## config.mk

```make
export PLATFORM = sky130hd
export DESIGN_NAME = cpc_pixel_gen
export DESIGN_NICKNAME = d
export VERILOG_FILES = /design/src/rtl/cpc_video_pkg.sv /design/src/rtl/cpc_pen_decode.sv /design/src/rtl/cpc_pixel_gen.sv
export SDC_FILE = /design/constraint.sdc
export NUM_CORES = 1
export LEC_CHECK = 0
export CAP_MARGIN = 20
export CORE_ASPECT_RATIO = 0.75
export CORE_MARGIN = 1
export CORE_UTILIZATION = 61
export DETAILED_ROUTE_END_ITERATION = 7
export PLACE_DENSITY_LB_ADDON = 0.05
export SLEW_MARGIN = 20
export SYNTH_ARGS = -nofsm -noshare
export SYNTH_HDL_FRONTEND = slang
export SYNTH_SLANG_ARGS = --single-unit
```

## constraint.sdc

```tcl
create_clock -name clk_vid -period 7.2 [get_ports clk_vid]
set_clock_uncertainty 0.15 [all_clocks]
set_input_delay 1.08 -clock clk_vid [delete_from_list [all_inputs] [get_ports clk_vid]]
set_output_delay 1.08 -clock clk_vid [all_outputs]
set_load 0.1 [all_outputs]
```

## src/rtl/cpc_video_pkg.sv

```systemverilog
// Shared CPC video types: screen modes, border pen index and the hardware-colour gun table.
package cpc_video_pkg;

  typedef enum logic [1:0] {
    MODE0 = 2'd0,
    MODE1 = 2'd1,
    MODE2 = 2'd2,
    MODE3 = 2'd3
  } cpc_mode_e;

  typedef struct packed {
    logic [1:0] r;
    logic [1:0] g;
    logic [1:0] b;
  } gun_lvl_t;

  localparam logic [4:0] BORDER_PEN = 5'd16;
  localparam logic [4:0] BLACK_HW   = 5'h14;

  // Per hardware colour {r,g,b}, each gun 0 = off, 1 = half, 2 = full.
  localparam logic [5:0] HW_LEVELS [32] = '{
    6'h15, 6'h15, 6'h09, 6'h29, 6'h01, 6'h21, 6'h05, 6'h25,  // 0x00-0x07
    6'h21, 6'h29, 6'h28, 6'h2A, 6'h20, 6'h22, 6'h24, 6'h26,  // 0x08-0x0F
    6'h01, 6'h09, 6'h08, 6'h0A, 6'h00, 6'h02, 6'h04, 6'h06,  // 0x10-0x17
    6'h11, 6'h19, 6'h18, 6'h1A, 6'h10, 6'h12, 6'h14, 6'h16   // 0x18-0x1F
  };

  function automatic gun_lvl_t hw_colour_levels(input logic [4:0] hw);
    return gun_lvl_t'(HW_LEVELS[hw]);
  endfunction

  function automatic logic [1:0] level_to_code(input logic [1:0] lvl, input logic [1:0] half);
    logic [1:0] code;
    code = 2'd0;
    if (lvl == 2'd1) code = half;
    else if (lvl == 2'd2) code = 2'd3;
    return code;
  endfunction

endpackage

```

## src/rtl/cpc_pen_decode.sv

```systemverilog
// Combinational pen extraction from the latched video byte for the current pixel sub-index.
module cpc_pen_decode
  import cpc_video_pkg::*;
(
  input  logic [7:0] i_byte,
  input  cpc_mode_e  i_mode,
  input  logic [2:0] i_sub,
  output logic [3:0] o_pen
);

  logic [2:0] w_shamt;
  logic [7:0] w_sh;

  // Shifting left by the pixel number within the byte brings that pixel's bits to b7/b3/b5/b1.
  always_comb begin
    w_shamt = 3'd0;
    o_pen   = 4'd0;
    unique case (i_mode)
      MODE2:        w_shamt = i_sub;
      MODE1:        w_shamt = {1'b0, i_sub[2:1]};
      MODE0, MODE3: w_shamt = {2'b00, i_sub[2]};
    endcase
    w_sh = i_byte << w_shamt;
    unique case (i_mode)
      MODE2:        o_pen = {3'b000, w_sh[7]};
      MODE1, MODE3: o_pen = {2'b00, w_sh[3], w_sh[7]};
      MODE0:        o_pen = {w_sh[1], w_sh[5], w_sh[3], w_sh[7]};
    endcase
  end

endmodule

```

## src/rtl/cpc_pixel_gen.sv

```systemverilog
// Gate-array pixel stage: byte serialiser, palette lookup and 2-stage pipeline to R/G/B + timing.
module cpc_pixel_gen
  import cpc_video_pkg::*;
#(
  parameter logic [1:0] DEFAULT_MODE = 2'd1,
  parameter logic [1:0] HALF_LEVEL   = 2'd2
) (
  input  logic       clk_vid,
  input  logic       reset,
  input  logic       ce_pix,
  input  logic [7:0] byte_data,
  output logic       byte_ack,
  input  logic       de_in,
  input  logic       HSync_in,
  input  logic       VSync_in,
  input  logic       HBlank_in,
  input  logic       VBlank_in,
  input  logic       pal_we,
  input  logic [4:0] pal_addr,
  input  logic [4:0] pal_data,
  input  logic       mode_we,
  input  logic [1:0] mode_data,
  output logic [1:0] R_out,
  output logic [1:0] G_out,
  output logic [1:0] B_out,
  output logic       HSync_out,
  output logic       VSync_out,
  output logic       HBlank_out,
  output logic       VBlank_out
);

  logic [2:0] r_phase;
  logic       r_hs_prev;
  logic [7:0] r_shift;
  cpc_mode_e  r_mode;
  cpc_mode_e  r_mode_pend;
  logic [3:0] r_pen1;
  logic       r_de1;
  logic [3:0] r_tim1;
  logic [3:0] r_tim2;
  logic [1:0] r_r;
  logic [1:0] r_g;
  logic [1:0] r_b;
  logic [4:0] r_palette [17];

  logic       w_hs_rise;
  logic       w_load;
  logic [3:0] w_pen;
  logic [4:0] w_pen2;
  logic [4:0] w_hw;
  gun_lvl_t   w_lvl;

  assign w_hs_rise = HSync_in & ~r_hs_prev;
  assign w_load    = ce_pix & (r_phase == 3'd7);
  assign byte_ack  = w_load & ~reset;

  cpc_pen_decode u_pen_decode (
    .i_byte (r_shift),
    .i_mode (r_mode),
    .i_sub  (r_phase),
    .o_pen  (w_pen)
  );

  assign w_pen2 = r_de1 ? {1'b0, r_pen1} : BORDER_PEN;
  assign w_hw   = r_palette[w_pen2];
  assign w_lvl  = hw_colour_levels(w_hw);

  always_ff @(posedge clk_vid) begin
    if (reset) begin
      r_phase     <= 3'd0;
      r_hs_prev   <= 1'b0;
      r_shift     <= 8'd0;
      r_mode      <= cpc_mode_e'(DEFAULT_MODE);
      r_mode_pend <= cpc_mode_e'(DEFAULT_MODE);
    end else begin
      if (mode_we) r_mode_pend <= cpc_mode_e'(mode_data);
      if (ce_pix) begin
        r_hs_prev <= HSync_in;
        r_phase   <= w_hs_rise ? 3'd0 : r_phase + 3'd1;
        // Mode switches only at line start so a line never mixes decodings.
        if (w_hs_rise) r_mode <= r_mode_pend;
        if (w_load) r_shift <= byte_data;
      end
    end
  end

  always_ff @(posedge clk_vid) begin
    if (reset) begin
      r_pen1 <= 4'd0;
      r_de1  <= 1'b0;
      r_tim1 <= 4'd0;
      r_tim2 <= 4'd0;
      r_r    <= 2'd0;
      r_g    <= 2'd0;
      r_b    <= 2'd0;
    end else if (ce_pix) begin
      r_pen1 <= w_pen;
      r_de1  <= de_in;
      r_tim1 <= {HSync_in, VSync_in, HBlank_in, VBlank_in};
      r_tim2 <= r_tim1;
      r_r    <= level_to_code(w_lvl.r, HALF_LEVEL);
      r_g    <= level_to_code(w_lvl.g, HALF_LEVEL);
      r_b    <= level_to_code(w_lvl.b, HALF_LEVEL);
    end
  end

  // Palette writes are not gated by ce_pix; a same-clock lookup still sees the old entry.
  always_ff @(posedge clk_vid) begin
    if (reset) begin
      for (int i = 0; i < 17; i++) r_palette[i] <= BLACK_HW;
    end else if (pal_we && (pal_addr <= BORDER_PEN)) begin
      r_palette[pal_addr] <= pal_data;
    end
  end

  assign R_out      = r_r;
  assign G_out      = r_g;
  assign B_out      = r_b;
  assign HSync_out  = r_tim2[3];
  assign VSync_out  = r_tim2[2];
  assign HBlank_out = r_tim2[1];
  assign VBlank_out = r_tim2[0];

endmodule

```

* After elaboration in Yosys (flattened, before gate mapping) *
Memories as Yosys holds them, arrays and structs flattened.
Index checks and enable logic that the tools add are counted.

storage, ports and cells
  output and inout bits = 11
  input port bits = 30
  memory bits (read-only) = 192
  word-level logic and storage cells = 61
  register bits after elaboration = 35
  memories = 2
  memory bits (writable) = 85

memory list
  memory           words  bits a word  read ports  clocked after Yosys merged registers in  write ports  line                 source
  (no name shown)  32     6            1           0                                        0            cpc_video_pkg.sv:29  return gun_lvl_t'(HW_LEVELS[hw]);
  r_palette        17     5            1           0                                        17           cpc_pixel_gen.sv:44  logic [4:0] r_palette [17];

cells by class
  shift operators = 1
  magnitude comparators = 2
  bitwise gates (word level) = 6
  add/subtract/negate cells = 1
  reduce and logical (&&, ||, !) cells = 7
  multiplexer cells = 20
  eq/ne operators = 10

operators by type and width
  kind                                                      count
  two-way mux 5 bit                                         3
  two-way mux 2 bit                                         6
  two-way mux 6 bit                                         2
  one-hot mux 4 bit (3 select lines)                        1
  == test 2 bit, second input constant                      5
  one-hot mux 3 bit (3 select lines)                        1
  == test 2 x 1 -> 1 bit, second input constant             4
  << shifter 8 x 3 -> 8 bit                                 1
  greater-or-equal comparator 6 bit, second input constant  1
  two-way mux 1 bit                                         6
  inverter 5 -> 6 bit                                       1
  less-or-equal comparator 5 bit, second input constant     1
  OR reduction 5 bit                                        1
  AND reduction 2 bit                                       2
  OR reduction 2 bit                                        2
  adder 3 x 1 -> 3 bit, second input constant               1
  AND 1 bit                                                 3
  == test 3 bit, second input constant                      1
  two-way mux 3 bit                                         1
  logical NOT 2 bit                                         1
  inverter 1 bit                                            2
  logical AND 1 bit                                         1

* Logic depth before layout (Yosys ltp) *
Gate-level depths: netlist of run 1.
An unclocked memory read counts as a cell.

  depth after elaboration = 9
  depth in mapped cells = 14
  depth with buffers taken out = 11

* Hierarchy *
Synthesis of run 1 repeated with hierarchy kept, for this count alone.

unflattened totals
  cells, all modules = 530
  area total of the unflattened synthesis = 5978.2 um2

modules (own cells, without submodules)
  module          cells each  times used  area each (um2)  seq. area each (um2)
  cpc_pixel_gen   496         1           5695.5           3233.1
  cpc_pen_decode  34          1           282.8            0.0

* Least setup slack after synthesis of run 1 *
Ideal clock, no wire load.

  path type = input to output
  start = input port ce_pix
  end = output port byte_ack
  required time = 5.970 ns
  data arrival time = 3.023 ns
  cell stages on the path = 4
  slack = 2.947 ns
  buffers on the path = 2
  cell sequence = clkbuf_1 -> clkbuf_1 -> nand2_1 -> nor2_1

on the way
  word-level cells in the longest chain between the ends = 2

ends and longest elaborated chain
  item         line                 source
  from (decl)  cpc_pixel_gen.sv:10  input logic ce_pix,
  AND 1 bit    cpc_pixel_gen.sv:54  assign w_load = ce_pix & (r_phase == 3'd7);
  AND 1 bit    cpc_pixel_gen.sv:55  assign byte_ack = w_load & ~reset;
  to (decl)    cpc_pixel_gen.sv:12  output logic byte_ack,

Every way passes these cells.

* Final worst setup path of run 1 *
Same ends and word-level chain as after synthesis.

==> metrics.yaml, run 1 <==
status:
  status: "finished clean"
yosys:
  synth_commonest_cells: "edfxtp_1, and2_1, nor2_1, or3_1, dfxtp_1"
  syn_area_um2: 5960
  synth.net_count: 564
  synth.area.top_cells: "edfxtp_1, dfxtp_1, and2_1"
  postSynthAreaPerCell_um2: 11.4
  synth_top_area_cell: "edfxtp_1"
  yosys_warnings: 0
  seq_area_frac_synth_pct: 54.2
  synth-edff-count: 85
  async_flop_share_pct: 0
  ys.flop_type: "edfxtp_1"
  synth_cell_types: 57
  synthCells: 522
  synth.ff_latch_count: 119
  synth_top_area_share_pct: 42.8
  synth_most_common_cell: "edfxtp_1"
sta:
  min_period_ns: 4.65
  period_share_pct: 64.5
  grt_setup_unrepaired: "no"
  slew_violations: 0
  fin_setup_tns_ns: 0
  final_hold_viol_count: 0
  worstMarginPinSlew_ns: 0.967
  setup_viol: 0
  holdWs_ns: 0.305
  max_freq_mhz: 215
  slew_headroom_pct: 35.3
global_route:
  grt_remaining_overflow: 0
  grt_pass1_wl_um: 20900
  antenna_found_initial: 0
  grtUsageTotal_pct: 28.8
  grt_max_degree: 54
  grt_pass1_vias: 3916
clock_tree:
  cts_tree: "built"
  root_buffer: "clkbuf_16"
  clock-sinks: 119
  cts_resized: 0
  cts_max_path_buffers: 2
  cts_made_buffers: 17
  clk_pin_slew_ns: 0.05
  htree_num_levels: 4
  post_cts_buffers: 0
  clock_latency_ns: 0.41
  hold_buffers: 0
placement:
  placed_cells: 656
  place_area_um2: 6350
  gp_congestion: 0.787
  hpwl_um: 8530
  numPortBuffers: 40
worst_setup_path:
  reg2reg_slack_ns: 4.03
  cp-end-kind: "output pin"
  critPathLaunchType: "primary input"
  path_class: "primary input to output pin"
  worstReg2RegStart: "r_pen1[2]$_SDFFE_PP0P_"
  r2r_cells: 9
  cp_max_fo: 43
  arrival_ns: 3.42
  r2r_end: "G_out[1]$_SDFFE_PP0P_"
  worstPathRequired_ns: 5.97
  critPathLaunch: "ce_pix"
run:
  max_cap_violations: 0
routing:
  ant_nets: 0
  dr.pass1.iters: 6
  first_iter_violations: 409
  drt_wl_total_um: 13300
  drc: 0
  wl_per_cell_um: 19.4
  via_count: 4154
  vias_per_cell: 6.04
die:
  die_width_um: 116
  die_h_um: 87.6
  io_pins: 41
  dieArea_um2: 10200
  initial_core_util_pct: 64.3
  coreArea_um2: 9270
  rows: 30
final_layout:
  fill_cells: 656
  diodes: 0
  area_growth_pct: 17.3
  layout-drive-gt1-share_pct: 14.5
  instances_no_fill: 688
  fin_nets: 589
  finalInstanceArea_um2: 7000
power_and_ir_drop:
  peakVddDrop_v: 0.000246
  p_leak_nw: 2.48
  power_density_nw_per_um2: 261
min_path:
  hold-path-cell-count: 2
  hold_end: "r_shift[6]$_SDFFE_PP0P_"
  hold_class: "register to register"
  worstHoldStart: "r_shift[6]$_SDFFE_PP0P_"
stage by stage:
stage               total power, mW  utilization (%)  worst slack [ns]
finish                         1.83             75.5              2.55
global route                   1.88             75.5              2.42
global placement              0.942             68.5              2.57
detailed placement            0.947             68.5              2.55
CTS                            1.83             75.5              2.55
floorplan                     0.893                -              2.95
area by class of cell:
type,count,area (µm²),area share [%]
clock inverter,9,77.6,1.11
inverter,10,37.5,0.536
multi-input combinational,354,2500,35.7
sequential,119,3230,46.2
tap,128,160,2.29
timing repair buffer,45,428,6.12
clock buffer,23,564,8.07
power by group:
| group | switching [mW] | internal [mW] | total (mW) |
|---|---|---|---|
| clock | 0.304 | 0.585 | 0.889 |
| combinational | 0.100 | 0.0566 | 0.157 |
| sequential | 0.0138 | 0.766 | 0.780 |
| total | 0.418 | 1.41 | 1.83 |
kinds of logic after synthesis:
family | after synthesis | synth area share [%]
simple gates | 239 | 22.4
mux | 41 | 9.04
buf+inv | 49 | 3.92
flops | 119 | 54.2
fa+ha+maj | 12 | 2.52
compound gates | 62 | 7.91
sequential cells by signal, summed over array words and instances, names as in the netlist:
name,count
r_hs_prev,1
r_tim1,3
r_mode_pend,2
r_mode,2
G_out,2
R_out,2
r_de1,1
r_palette,85
B_out,2
r_shift,8
r_tim2,4
r_phase,3
r_pen1,4
critical path: stages:
cell             delay (ns)
buf_2                  0.63
nand2_1                0.37
nor2_1                 0.17
clkdlybuf4s50_1        1.14
layout by cell type, fill, tap and decap left out, drive strengths merged, types with 21 or more instances in the layout:
master,netlist,final
a21oi,22,22
and2,55,55
clkbuf,24,23
clkdlybuf4s50,0,38
dfxtp,34,34
edfxtp,85,85
mux2i,31,31
nand2,22,22
nand3,21,21
nor2,48,48
or3,35,35
worst max-delay path by stage:
stage | end | depth (start not counted)
after floorplan | byte_ack | 4
final | byte_ack | 4
after global placement | byte_ack | 4
after global routing | byte_ack | 4
after detailed placement | byte_ack | 4
after CTS | byte_ack | 4
per-layer routing:
layer	vias up	part of all wire, %	GRT usage, %
li1	1941	-	-
met1	1991	46	41.4
met2	202	44	42.2
met3	20	9.1	8.24
met4	0	1.5	9.79
met5	-	0	0
No activity file was read; power rests on OpenSTA's default activity.
==> run 2, diff against run 1 <==
--- a/config.mk
+++ b/config.mk
@@ -8,7 +8,7 @@
 export CAP_MARGIN = 20
 export CORE_ASPECT_RATIO = 0.75
 export CORE_MARGIN = 1
-export CORE_UTILIZATION = 61
+export CORE_UTILIZATION = 51
 export DETAILED_ROUTE_END_ITERATION = 7
 export PLACE_DENSITY_LB_ADDON = 0.05
 export SLEW_MARGIN = 20
==> constraint.sdc (replaced) <==
create_clock -name clk_vid -period 3.8 [get_ports clk_vid]
set_clock_uncertainty 0.15 [all_clocks]
set_input_delay 0.57 -clock clk_vid [delete_from_list [all_inputs] [get_ports clk_vid]]
set_output_delay 0.57 -clock clk_vid [all_outputs]
set_load 0.1 [all_outputs]
==> metrics.yaml, run 2 (synthesized netlist as in run 1, its figures left out) <==
worst_setup_path:
  timing.critical_path.buf_inv: 1  # -1
  path_class: "register to register"
  reg2reg_slack_ns: 0.82  # -3.21 ns
  arrival_ns: 3.15  # -0.27 ns
  crit_path_top_delay_cell: "dfxtp_1"
  cp_top_family: "simple AND/OR/NAND/NOR gates"
  worstPathRequired_ns: 3.97  # -2.00 ns
  cp-end-kind: "register"
  critPathLaunchType: "register"
  crit_path_cell_trace: "buf_4 -> and2b_1 -> a2111oi_0 -> or4_1 -> nand3_2 -> nor2_2 -> mux2i_1 -> ha_1 -> a211oi_1"
  cp_max_fo: 20  # -53%
  crit_path_max_incr_delay_ns: 0.65  # -0.49 ns
final_layout:
  fin_nets: 592  # +0.51%
  instances_no_fill: 703  # +2.2%
  diodes: 0  # unchanged
  largest_register_ffs: 85  # unchanged
  layout-drive-gt1-share_pct: 14.4  # -0.077 points
  multiInputGateArea_um2: 2500  # unchanged
  layout_common_cells: "edfxtp_1, and2_1, nor2_1"
  reg_top3: "r_palette: 85 flops, r_shift: 8 flops"
  fill_cells: 897  # +37%
  area_growth_pct: 17.4  # about the same
  seqCellArea_um2: 3230  # unchanged
  largest-register: "r_palette"
  final_common_cell: "edfxtp_1"
status:
  status: "finished clean"
power_and_ir_drop:
  pwr-share-seq_pct: 43.3  # +0.6 points
  p_clk_share_pct: 48.2  # -0.5 points
  peakVddDrop_v: 0.000262  # +6.2%
  p_leak_nw: 2.46  # -0.76%
  power_density_nw_per_um2: 490  # +88%
  p_int_mw: 2.65  # +88%
  power_switching_mw: 0.781  # +87%
  switching_share_pct: 22.8  # -0.14 points
  p_comb_share_pct: 8.6  # about the same
sta:
  worst_slack_ns: 0.817  # -1.74 ns
  worstMarginPinSlew_ns: 0.972  # +0.00549 ns
  max_freq_mhz: 335
  fin_setup_tns_ns: 0  # unchanged
  slew_violations: 0  # unchanged
  holdWs_ns: 0.305  # -0.000586 ns
  min_period_ns: 2.98
  grt_setup_unrepaired: "no"
  final_hold_viol_count: 0  # unchanged
  slew_headroom_pct: 35.0  # -0.37 points
  period_share_pct: 78.5
  setup_viol: 0  # unchanged
global_route:
  antenna_found_initial: 0  # unchanged
  grtUsageTotal_pct: 24.5  # -4.2 points
  grt_pass1_wl_um: 21600  # +3.5%
  grt_pass1_vias: 3854  # -1.6%
  grt_max_degree: 53  # -1.9%
  grt_remaining_overflow: 0  # unchanged
placement:
  numPortBuffers: 40  # unchanged
  placed_cells: 671  # +2.3%
  hpwl_um: 9360  # +9.7%
  gp_congestion: 0.855  # +8.7%
  pre_cts_ws_ns: 0.836  # -1.72 ns
die:
  initial_core_util_pct: 53.5  # -11 points
  die_width_um: 127  # +9.2%
  coreArea_um2: 11100  # +20%
  rows: 33  # +10%
  die_h_um: 95.6  # +9.2%
  dieArea_um2: 12100  # +19%
  io_pins: 41  # unchanged
clock_tree:
  clk_pin_slew_ns: 0.05  # about the same
  clock-sinks: 119  # unchanged
  hold_buffers: 0  # unchanged
  htree_num_levels: 4  # unchanged
  cts_max_path_buffers: 2  # unchanged
  cts_resized: 0  # unchanged
  cts_tree: "built"
  root_buffer: "clkbuf_16"
  clock_latency_ns: 0.41  # about the same
  cts_made_buffers: 17  # unchanged
  post_cts_buffers: 0  # unchanged
min_path:
  hold_class: "register to register"
run:
  max_cap_violations: 0  # unchanged
routing:
  dr.pass1.iters: 5  # -1
  drt_wl_total_um: 13600  # +1.8%
  drc: 0  # unchanged
  vias_per_cell: 5.82  # -3.7%
  first_iter_violations: 486  # +19%
  via_count: 4089  # -1.6%
  wl_per_cell_um: 19.3  # -0.41%
  ant_nets: 0  # unchanged
[run 2: power by group through the flow]
stage	sequential [mW]	clock, mW	combinational [mW]
after floorplan	1.54	0	0.150
after global placement	1.51	0	0.287
after detailed placement	1.51	0	0.292
after CTS	1.48	1.68	0.293
after global routing	1.49	1.74	0.316
final	1.48	1.65	0.293
[run 2: stage by stage]
stage	total power [mW]	utilization [%]	area, µm²
2_1_floorplan	1.69	-	5960
5_1_grt	3.55	62.8	7000
3_5_place_dp	1.80	57.3	6390
3_3_place_gp	1.80	57.3	6390
6_report	3.43	62.8	7000
4_1_cts	3.45	62.8	7000
[run 2: layer usage]
layer | global-route usage, % | vias to the layer above | share of wire (%) | wire, µm
met2 | 35.9 | 130 | 44 | 5920
li1 | - | 1941 | - | -
met3 | 6.57 | 10 | 6.8 | 918
met5 | 0 | - | 0 | 0
met1 | 35.8 | 2008 | 49 | 6610
met4 | 6.85 | 0 | 0.82 | 111
[run 2: path summary, 6_finish.rpt]
| check | from | to | cells after the start |
|---|---|---|---|
| max | r_pen1[1]$_SDFFE_PP0P_ | G_out[1]$_SDFFE_PP0P_ | 9 |
| min | r_shift[3]$_SDFFE_PP0P_ | r_shift[3]$_SDFFE_PP0P_ | 2 |
| max reg2reg | r_pen1[1]$_SDFFE_PP0P_ | G_out[1]$_SDFFE_PP0P_ | 9 |
| min reg2reg | r_shift[3]$_SDFFE_PP0P_ | r_shift[3]$_SDFFE_PP0P_ | 2 |
[run 2: area by class of cell]
type | instances | share of cell area (%)
well taps | 140 | 2.50
multi-input cells | 354 | 35.6
flip-flops and latches | 119 | 46.2
repair buffers | 48 | 6.40
clock buffers | 19 | 6.18
clock inverters | 13 | 2.57
inverters | 10 | 0.536
[run 2: worst register-to-register path, cell delays in order, from the launching register on]
cell	delay, ns
dfxtp_1	0.65
buf_4	0.33
and2b_1	0.20
a2111oi_0	0.37
or4_1	0.22
nand3_2	0.12
nor2_2	0.19
mux2i_1	0.20
ha_1	0.25
a211oi_1	0.23
==> run 3, diff against run 2 <==
--- a/config.mk
+++ b/config.mk
@@ -8,7 +8,7 @@
 export CAP_MARGIN = 20
 export CORE_ASPECT_RATIO = 0.75
 export CORE_MARGIN = 1
-export CORE_UTILIZATION = 51
+export CORE_UTILIZATION = 57
 export DETAILED_ROUTE_END_ITERATION = 7
 export PLACE_DENSITY_LB_ADDON = 0.05
 export SLEW_MARGIN = 20
==> constraint.sdc (replaced) <==
create_clock -name clk_vid -period 3 [get_ports clk_vid]
set_clock_uncertainty 0.15 [all_clocks]
set_input_delay 0.45 -clock clk_vid [delete_from_list [all_inputs] [get_ports clk_vid]]
set_output_delay 0.45 -clock clk_vid [all_outputs]
set_load 0.1 [all_outputs]
==> metrics.yaml, run 3 (synthesized netlist as in run 1, its figures left out) <==
power_and_ir_drop:
  p_comb_share_pct: 8.7  # about the same
  pwr-share-seq_pct: 43.6  # +0.3 points
  power_switching_mw: 1.01  # +29%
  p_int_mw: 3.31  # +25%
  power_density_nw_per_um2: 614  # +25%
  p_clk_share_pct: 47.7  # -0.5 points
  p_leak_nw: 2.53  # +3.0%
  peakVddDrop_v: 0.000398  # +52%
  switching_share_pct: 23.3  # +0.52 points
sta:
  setup_viol: 0  # unchanged
  min_period_ns: 2.85  # -0.137 ns
  final_hold_viol_count: 0  # unchanged
  slew_headroom_pct: 45.9  # +11 points
  fin_setup_tns_ns: 0  # unchanged
  grt_setup_unrepaired: "no"
  slew_violations: 0  # unchanged
  worstMarginPinSlew_ns: 0.809  # -0.163 ns
  holdWs_ns: 0.305  # +0.000429 ns
  max_freq_mhz: 351  # +4.8%
  period_share_pct: 94.9  # +16 points
clock_tree:
  post_cts_buffers: 0  # unchanged
  cts_max_path_buffers: 2  # unchanged
  cts_made_buffers: 17  # unchanged
  hold_buffers: 0  # unchanged
  cts_resized: 0  # unchanged
  cts_tree: "built"
  clk_pin_slew_ns: 0.05  # about the same
  clock_latency_ns: 0.42  # about the same
  clock-sinks: 119  # unchanged
  htree_num_levels: 4  # unchanged
  root_buffer: "clkbuf_16"
final_layout:
  fill_cells: 718  # -20%
  utilization_pct: 71.1  # +8.3 points
  fin_nets: 597  # +0.84%
  instances_no_fill: 700  # -0.43%
  final_common_cell: "edfxtp_1"
  reg_top3: "r_palette: 85 flops, r_shift: 8 flops"
  finalInstanceArea_um2: 7030  # +0.39%
  largest-register: "r_palette"
  layout-drive-gt1-share_pct: 17.3  # +2.9 points
  seqCellArea_um2: 3230  # unchanged
  area_growth_pct: 17.9
  largest_register_ffs: 85  # unchanged
  layout_common_cells: "edfxtp_1, and2_1, nor2_1"
  multiInputGateArea_um2: 2500  # unchanged
  diodes: 0  # unchanged
status:
  status: "finished clean"
die:
  initial_core_util_pct: 60.3  # +6.8 points
  io_pins: 41  # unchanged
  coreArea_um2: 9890  # -11%
  die_h_um: 90.6  # -5.3%
  die_width_um: 120  # -5.3%
  dieArea_um2: 10900  # -10%
  rows: 31  # -6.1%
worst_setup_path:
  r2r_cells: 11  # +2
  worstPathRequired_ns: 3.17  # -0.80 ns
  worstReg2RegStart: "r_pen1[0]$_SDFFE_PP0P_"
  reg2reg_slack_ns: 0.15  # -0.66 ns
  r2r_end: "G_out[1]$_SDFFE_PP0P_"
  arrival_ns: 3.02  # -0.13 ns
  path_class: "register to register"
  cp_max_fo: 23  # +15%
  critPathLaunchType: "register"
  cp-end-kind: "register"
global_route:
  grtUsageTotal_pct: 27.5  # +2.9 points
  grt_remaining_overflow: 0  # unchanged
  grt_pass1_vias: 3940  # +2.2%
  grt_pass1_wl_um: 21900  # +1.4%
  grt_max_degree: 53  # unchanged
  antenna_found_initial: 0  # unchanged
placement:
  place_area_um2: 6420  # +0.43%
  hpwl_um: 9600  # +2.5%
  numPortBuffers: 40  # unchanged
  gp_congestion: 0.833  # -2.6%
  placed_cells: 668  # -0.45%
min_path:
  hold_end: "r_shift[6]$_SDFFE_PP0P_"
  hold-path-cell-count: 2  # unchanged
  worstHoldStart: "r_shift[6]$_SDFFE_PP0P_"
  hold_class: "register to register"
routing:
  first_iter_violations: 408  # -16%
  vias_per_cell: 5.95  # +2.3%
  dr.pass1.iters: 5  # unchanged
  drc: 0  # unchanged
  wl_per_cell_um: 19.9  # +3.4%
  via_count: 4164  # +1.8%
  drt_wl_total_um: 14000  # +3.0%
  ant_nets: 0  # unchanged
run:
  max_cap_violations: 0  # unchanged
==> run 3: cell types whose count changed in the layout (fill, tap and decap cells not counted) <==
cell | before | now
buf_4 | 9 | 22
clkdlybuf4s50_1 | 37 | 27
clkbuf_8 | 0 | 6
bufinv_16 | 4 | 0
clkinvlp_4 | 4 | 0
clkbuf_16 | 17 | 20
buf_12 | 0 | 2
clkinv_1 | 2 | 0
clkinv_4 | 2 | 0
inv_4 | 0 | 2
clkinv_2 | 1 | 2
==> run 3: cell type report <==
cell class	instances	area share (%)
Sequential cell	119	46.0
Multi-Input combinational cell	354	35.5
Tap cell	132	2.35
Timing Repair Buffer	53	6.91
Clock buffer	28	8.40
Clock inverter	4	0.320
Inverter	10	0.534
==> run 3: worst max path at each step <==
stage | endpoint | slack [ns] | from | depth (start not counted)
after global routing | G_out[1]$_SDFFE_PP0P_ | 0.01 | r_pen1[1]$_SDFFE_PP0P_ | 9
after floorplan | byte_ack | 0.007 | ce_pix | 4
after detailed placement | G_out[1]$_SDFFE_PP0P_ | 0.20 | r_pen1[1]$_SDFFE_PP0P_ | 9
after global placement | G_out[1]$_SDFFE_PP0P_ | 0.33 | r_pen1[1]$_SDFFE_PP0P_ | 9
after CTS | G_out[1]$_SDFFE_PP0P_ | 0.15 | r_pen1[1]$_SDFFE_PP0P_ | 9
final | G_out[1]$_SDFFE_PP0P_ | 0.15 | r_pen1[0]$_SDFFE_PP0P_ | 11
==> run 3: through the flow <==
step	total power [mW]	setup slack (ns)
floorplan	2.14	0.00668
global placement	2.27	0.326
detailed placement	2.28	0.196
CTS	4.32	0.147
global route	4.42	0.00977
finish	4.32	0.154
==> run 3: power groups by stage <==
stage	combinational [mW]	clock, mW	sequential (mW)
final	0.374	2.06	1.88
after global routing	0.400	2.13	1.89
after CTS	0.373	2.07	1.88
after detailed placement	0.370	0	1.91
after global placement	0.361	0	1.91
after floorplan	0.190	0	1.95
==> run 3: critical path, stage by stage, from the launching register on <==
cell and delay [ns]:
dfxtp_1 0.47, buf_12 0.22, mux4_2 0.31, a32o_1 0.28, a21oi_2 0.10, o211ai_1 0.17, inv_1 0.16, ha_1 0.24
inv_1 0.07, mux2i_1 0.08, ha_1 0.28, a211oi_1 0.24
==> run 3: per-layer routing <==
layer	track usage, %	wire (µm)	vias to the layer above
met3	7.39	1500	18
met1	41.7	6280	1993
met4	10.1	195	0
met2	37.2	5980	201
li1	-	-	1952
met5	0	0	-
